**src/rtl/seq_gen_pkg.sv**
```systemverilog
// Shared constants and types for the 3-bit Johnson-style sequence generator.
// The step table, its valid length and the code type live here so the ROM
// and the top agree on a single definition.
package seq_gen_pkg;

  localparam int SEQ_W   = 3;
  localparam int SEQ_LEN = 6;

  typedef logic [SEQ_W-1:0] seq_code_t;
  typedef logic [2:0]       seq_idx_t;

  // Index of the final valid step; the step after it wraps back to 0.
  localparam seq_idx_t LAST_IDX = seq_idx_t'(SEQ_LEN - 1);

  // Entries 6..7 are unused and decode to 000, so an illegal index can never
  // produce 010 or 101 on the output.
  localparam seq_code_t SEQ_TABLE [0:7] = '{
    3'b000, 3'b001, 3'b011, 3'b111,
    3'b110, 3'b100, 3'b000, 3'b000
  };

endpackage

```
**src/rtl/seq_rom.sv**
```systemverilog
// Combinational step-index to code lookup over SEQ_TABLE.
module seq_rom
  import seq_gen_pkg::*;
(
  input  logic [2:0]       idx,
  output logic [SEQ_W-1:0] code
);

  // Pure table read; every index has an entry, so no default is needed.
  always_comb begin
    code = SEQ_TABLE[idx];
  end

endmodule

```
**src/rtl/sequence_generator.sv**
```systemverilog
// Free-running 3-bit sequence generator: 000->001->011->111->110->100->000.
// Q is registered and looked up from the index the register is about to hold,
// so Q and idx always move together on the same edge.
// Optional feature: define SEQGEN_WRAP_EN to add the registered `wrap` flag,
// high for the one cycle in which Q returns to 000 from the last step.
module sequence_generator
  import seq_gen_pkg::*;
(
  input  logic             clk,
  input  logic             clear,
  output logic [SEQ_W-1:0] Q
`ifdef SEQGEN_WRAP_EN
  ,
  output logic             wrap
`endif
);

  seq_idx_t  idx;
  seq_idx_t  idx_next;
  seq_code_t code_next;

  // Next step index: advance, wrap after the last step, and pull any
  // out-of-range index (e.g. after an upset) straight back to step 0.
  always_comb begin
    // NOTE: assigning a default first keeps every path driven, so no latch is inferred.
    idx_next = idx + 3'd1;
    if (idx >= LAST_IDX) begin
      idx_next = '0;
    end
  end

  seq_rom u_rom (
    .idx  (idx_next),
    .code (code_next)
  );

  // Index and output code registers; clear is synchronous and wins over run.
  always_ff @(posedge clk) begin
    // NOTE: state registers use non-blocking assignments so every flop samples pre-edge values.
    if (clear) begin
      idx <= '0;
      Q   <= '0;
    end else begin
      idx <= idx_next;
      Q   <= code_next;
    end
  end

`ifdef SEQGEN_WRAP_EN
  // Wrap flag: set only on a genuine last-step -> step-0 transition, so the
  // illegal-index recovery path leaves it low.
  always_ff @(posedge clk) begin
    if (clear) begin
      wrap <= 1'b0;
    end else begin
      wrap <= (idx == LAST_IDX);
    end
  end
`endif

endmodule

```
**config.mk**
```make
export PLATFORM = sky130hd
export DESIGN_NAME = sequence_generator
export DESIGN_NICKNAME = d
export VERILOG_FILES = /design/src/rtl/seq_gen_pkg.sv /design/src/rtl/seq_rom.sv /design/src/rtl/sequence_generator.sv
export SDC_FILE = /design/constraint.sdc
export NUM_CORES = 1
export LEC_CHECK = 0
export ABC_AREA = 1
export CAP_MARGIN = 20
export CORE_AREA = 4 4 41 43
export DETAILED_ROUTE_END_ITERATION = 12
export DIE_AREA = 0 0 45 47
export DONT_BUFFER_PORTS = 1
export PLACE_DENSITY_LB_ADDON = 0.3
export SKIP_CTS_REPAIR_TIMING = 1
export SYNTH_ARGS = -nofsm -noshare
export SYNTH_HDL_FRONTEND = slang
export SYNTH_SLANG_ARGS = --single-unit
```
**constraint.sdc**
```tcl
create_clock -name clk -period 1.4 [get_ports clk]
set_input_delay 0.07 -clock clk [delete_from_list [all_inputs] [get_ports clk]]
set_output_delay 0.07 -clock clk [all_outputs]
set_load 0.005 [all_outputs]
```
==> results by group, run 1 <==
Route
  – DR DRC count: 0
  – Via density: 3.83
  – Vias: 203
  – Pre-antenna DRT Iters: 4
  – Antenna Violating Nets Remaining: 0
  – Initial drt markers: 2
  – Routed wire length: 429 microns
  – WL/cell: 8.09 microns

Floorplan
  – Full die area: 0.00212 sq mm
  – Initial core utilization: 20.9%
  – Rows: 13
  – Core Box Area: 0.00130 sq mm
  – Die Width: 45 microns
  – Chip height: 47 microns
  – I/O pin cnt: 5

Worst setup path
  – Worst Setup SP: idx[0]
  – Critical path class: reg2reg
  – CP required: 1.54 ns
  – CP Depth: 7
  – Worst Path Arrival: 1.33 ns
  – Critical path's slowest cell: dfxtp_1
  – Buf/Inv on CP: 0
  – Reg2reg setup slack: 0.21 ns
  – Worst setup EP type: flip-flop
  – Critical Path, Cell by Cell: ha_1 > nor2_1 > nand2_1 > nand2_1 > nand2_1 > nand2_1 > o21ai_2
  – Worst r2r path cells: 7
  – Critical Path Fanout Max: 5
  – Critical path startpoint category: flip-flop
  – Max incr delay on CP: 0.35 ns
  – Worst setup endpoint: Q[1]
  – FF-to-FF Start: idx[0]
  – Worst flop-to-flop path endpoint: Q[1]
  – Crit-path leading delay family: simple AND/OR/NAND/NOR gates
  – Most frequent CP cell: nand2_1

Layout
  – Share of post-route cells with drive strength above 1: 21.1%
  – Fillers: 155
  – Antenna Diode Count: 0
  – Sequential cell area: 120 sq um
  – Final cell count without fillers: 53
  – Multi-input gate area: 125 sq um
  – Final #Nets: 44
  – Post-layout util: 24.8%
  – Area growth syn-to-layout: 18.9%

Timing
  – Period minus WS final: 1.19 ns
  – Fmax: 839 MHz
  – Setup_tns: 0 ns
  – RSZ-0062 raised after global routing: false
  – Final Hold Viols: 0
  – Count of final setup violators: 0
  – Slew Limit Fails: 0
  – Slew margin rel.: 87.0%
  – Period Utilization, post-route: 85.1%
  – Max Clock Skew: 0.00316 ns
  – Worst slew pin tran: 0.195 ns

GRT
  – Total gr overflow: 0
  – Total global routing track utilization: 5.78%
  – Largest net degree at the start of global routing: 6
  – Wire length of the first global-routing pass: 786 microns
  – Initial antenna violation count: 0
  – Vias in the first global route: 194

Clocking
  – H-tree depth: 1
  – Total CTS buffers: 3
  – Clock transition at the registers of the reported paths: 0.04 ns
  – Root Driver: clkbuf_4
  – CTS max path bufs: 2
  – Clock latency at the later pin of the worst-skew pair: 0.24 ns
  – CTS Sinks: 6
  – CTS tree: yes

Yosys
  – Syn_area_per_cell: 7.99 sq um
  – Net Count, Synth: 38
  – Synth Instances: 34
  – Syn Std Cell Area: 272 sq um
  – Synth area leaders: dfxtp_1 44%, inv_1 9.7%, nand2_1 9.7%
  – Post-synth top area share: 44.2%
  – #FFs+latches synth: 6
  – Count of different cell masters after synthesis: 12
  – Synth warn: 0
  – Largest area contributor in the netlist: dfxtp_1
  – Register area share after synthesis: 44.2%

Placed design
  – Placed wire-length estimate: 349 microns
  – Gp weighted congestion: 0.758
  – Placed cells: 49
  – IO buf count: 0

Worst hold path
  – Hold WC Path Type: in2reg

Pwr
  – Leak: 0.157 nW
  – Peak supply drop: 0.790 mV
  – Overall Power: 0.451 mW
  – Power Dens Cells: 1400 mW/mm^2

Run status
  – Status: complete, no violations

Flow run
  – Max_cap viols: 0
registers in the layout, summed over array words and instances, names as in the netlist:
name  flops
Q         3
idx       3
Yosys cell counts:
master,instances
a21oi_2,1
nand2_2,2
dfxtp_1,6
o21ai_0,1
nand2_1,7
ha_1,2
inv_1,7
nand4_2,1
nand3_1,2
nor2_1,3
o21ai_1,1
o21ai_2,1
kinds of logic after synthesis:
family | share of synthesized area [%]
flops | 44.2
buf+inv | 9.68
fa+ha+maj | 9.22
simple gates | 26.7
compound gates | 10.1
stage by stage:
| stage | hold slack, ns | instance area [sq um] | setup slack (ns) |
|---|---|---|---|
| 2_1_floorplan | 0.142 | 272 | 0.305 |
| 3_3_place_gp | 0.145 | 290 | 0.213 |
| 3_5_place_dp | 0.147 | 290 | 0.206 |
| 4_1_cts | -0.112 | 313 | 0.194 |
| 5_1_grt | 0.0807 | 323 | 0.0803 |
| 6_report | 0.0600 | 323 | 0.208 |
final cells by class:
cell class,count,share of cell area (%)
repair buffers,1,3.10
clock buffers,3,6.98
inverters,7,8.14
flip-flops and latches,6,37.2
multi-input cells,21,38.8
well taps,15,5.81
report_power, final:
group | leakage [nW] | switching, mW | internal, mW
clock network | 0.0138 | 0.0603 | 0.0968
registers | 0.0497 | 0.0167 | 0.198
logic | 0.0936 | 0.0491 | 0.0305
total | 0.157 | 0.126 | 0.325
how the worst min path moves through the flow:
| stage | cells past startpoint | slack, ns | to | start |
|---|---|---|---|---|
| after global routing | 3 | 0.08 | idx[2] | clear |
| after CTS | 1 | -0.11 | idx[0] | clear |
| after floorplan | 1 | 0.14 | idx[0] | clear |
| after detailed placement | 1 | 0.15 | idx[0] | clear |
| after global placement | 1 | 0.14 | idx[0] | clear |
| final | 3 | 0.06 | idx[2] | clear |
per-layer routing:
layer	share of wire, %	global-route usage [%]	up-vias
li1	-	-	114
met3	16	8.05	0
met4	0	1.75	0
met2	42	6.78	7
met5	0	0	-
met1	42	5.73	82
worst register-to-register path: stages (launching register included):
cell and delay [ns]:
dfxtp_1 0.35, ha_1 0.21, nor2_1 0.08, nand2_1 0.08, nand2_1 0.14, nand2_1 0.09, nand2_1 0.09, o21ai_2 0.06
cells in the final DEF, fill, tap and decap left out:
master,instances
nand2_2,2
clkbuf_4,3
nand4_2,1
dlygate4sd3_1,1
ha_1,2
inv_1,7
o21ai_2,1
nand2_1,7
nor2_1,3
nand3_1,2
o21ai_0,1
o21ai_1,1
dfxtp_1,6
a21oi_2,1
Note: power is estimated with default switching activity, not from simulation.
==> run 2, diff against run 1 <==
- PLACE_DENSITY: default -> 0.32
- PLACE_DENSITY_LB_ADDON: 0.3 -> default
- REMOVE_ABC_BUFFERS: default -> 1
==> run 2 against run 1 <==
Effect of this change:
- final cell count unchanged
- wire length increased by 9.3%
- clock-buffer cell count stayed put
- power grew 0.39%
- sequential share of layout area stayed put
- via count up 13%
- highest routed layer is now met4
- cell area is the same
- clock skew is 0.0022 ns lower
- core utilization did not move
==> results by group, run 2 (same netlist as run 1, synthesis figures left out) <==
Placed design
  – Placed wire-length estimate: 365 microns
  – Placed cell area: 290 sq um
  – IO buf count: 0
  – Gp weighted congestion: 0.679

Pwr
  – Reg power frac: 47.4%
  – Power Dens Cells: 1400 mW/mm^2
  – Clk network pwr share: 35.0%
  – Switch share: 28.3%
  – NetSw: 0.128 mW
  – Leak: 0.157 nW
  – Peak supply drop: 0.453 mV
  – Int Power: 0.325 mW
  – Combinational Power Share: 17.6%

Floorplan
  – I/O pin cnt: 5
  – Core Box Area: 0.00130 sq mm
  – Die Width: 45 microns
  – Full die area: 0.00212 sq mm
  – Rows: 13
  – Initial core utilization: 20.9%
  – Chip height: 47 microns

GRT
  – Total gr overflow: 0
  – Wire length of the first global-routing pass: 779 microns
  – Vias in the first global route: 205
  – Total global routing track utilization: 5.94%
  – Initial antenna violation count: 0
  – Largest net degree at the start of global routing: 6

Flow run
  – Max_cap viols: 0

Route
  – Vias: 230
  – Antenna Violating Nets Remaining: 0
  – DR DRC count: 0
  – Pre-antenna DRT Iters: 4
  – Initial drt markers: 9
  – Via density: 4.34
  – WL/cell: 8.85 microns
  – Routed wire length: 469 microns

Worst setup path
  – Critical path class: reg2reg
  – Worst setup EP type: flip-flop
  – Critical path startpoint category: flip-flop
  – CP required: 1.54 ns
  – Critical Path Fanout Max: 5
  – Worst Path Arrival: 1.33 ns
  – Reg2reg setup slack: 0.20 ns

Worst hold path
  – Hold WC Path Type: in2reg

Timing
  – Period Utilization, post-route: 85.6%
  – Period minus WS final: 1.20 ns
  – Max Clock Skew: 0.000914 ns
  – Worst slew pin tran: 0.184 ns
  – Fmax: 834 MHz
  – RSZ-0062 raised after global routing: false
  – Final Hold Viols: 0
  – Setup_tns: 0 ns
  – Count of final setup violators: 0
  – Slew margin rel.: 87.7%
  – Slew Limit Fails: 0
  – Worst hold margin: 0.0621 ns

Clocking
  – Total CTS buffers: 3
  – Clock transition at the registers of the reported paths: 0.04 ns
  – CTS Sinks: 6
  – H-tree depth: 1
  – Root Driver: clkbuf_4
  – CTS max path bufs: 2
  – Clock latency at the later pin of the worst-skew pair: 0.24 ns
  – CTS tree: yes

Layout
  – Post-layout util: 24.8%
  – Antenna Diode Count: 0
  – Area growth syn-to-layout: 18.9%
  – Share of post-route cells with drive strength above 1: 21.1%
  – Largest regs: Q: 3 flops, idx: 3 flops
  – Final #Nets: 44
  – Post-route cell area: 323 sq um
  – Most frequent cells in the layout: 7 x inv_1, 7 x nand2_1, 6 x dfxtp_1

Run status
  – Status: complete, no violations
run 2: cell counts in the layout (fill, tap and decap cells not counted):
Identical to the previous run, type by type.
run 2: layout make-up:
type / instances / area (sq um)
repair buffers: 1 / 10.0
flip-flops and latches: 6 / 120
clock buffers: 3 / 22.5
multi-input cells: 21 / 125
well taps: 15 / 18.8
inverters: 7 / 26.3
fillers: 146 / 978
run 2: final timing paths:
path,startpoint,to,depth (start not counted)
worst max-delay path,idx[0],Q[1],7
worst min-delay path,clear,idx[2],3
worst max register to register,idx[0],Q[1],7
worst min register to register,idx[0],Q[2],1
run 2: critical path, cell delays in order (launching register included):
cell and delay (ns):
dfxtp_1 0.35, ha_1 0.21, nor2_1 0.08, nand2_1 0.08, nand2_1 0.14, nand2_1 0.10
nand2_1 0.08, o21ai_2 0.06
run 2: per-stage QoR:
stage,worst slack (ns),cells,total power [mW]
after floorplan,0.305,34,0.281
after global placement,0.200,49,0.298
after detailed placement,0.192,49,0.297
after CTS,0.179,52,0.461
after global routing,0.0753,53,0.491
final,0.201,53,0.453
run 2: power by group through the flow:
stage / combinational, mW / sequential (mW) / clock, mW
5_1_grt: 0.0959 / 0.218 / 0.177
3_3_place_gp: 0.0798 / 0.218 / 0
6_report: 0.0799 / 0.215 / 0.159
4_1_cts: 0.0790 / 0.216 / 0.167
3_5_place_dp: 0.0785 / 0.219 / 0
2_1_floorplan: 0.0668 / 0.214 / 0
run 2: metal layers:
metal / vias to the layer above / wire length (microns) / GRT usage (%)
met5: - / 0 / 0
met3: 4 / 49 / 4.98
met4: 0 / 18 / 7.02
li1: 116 / - / -
met2: 10 / 225 / 7.63
met1: 100 / 176 / 5.28
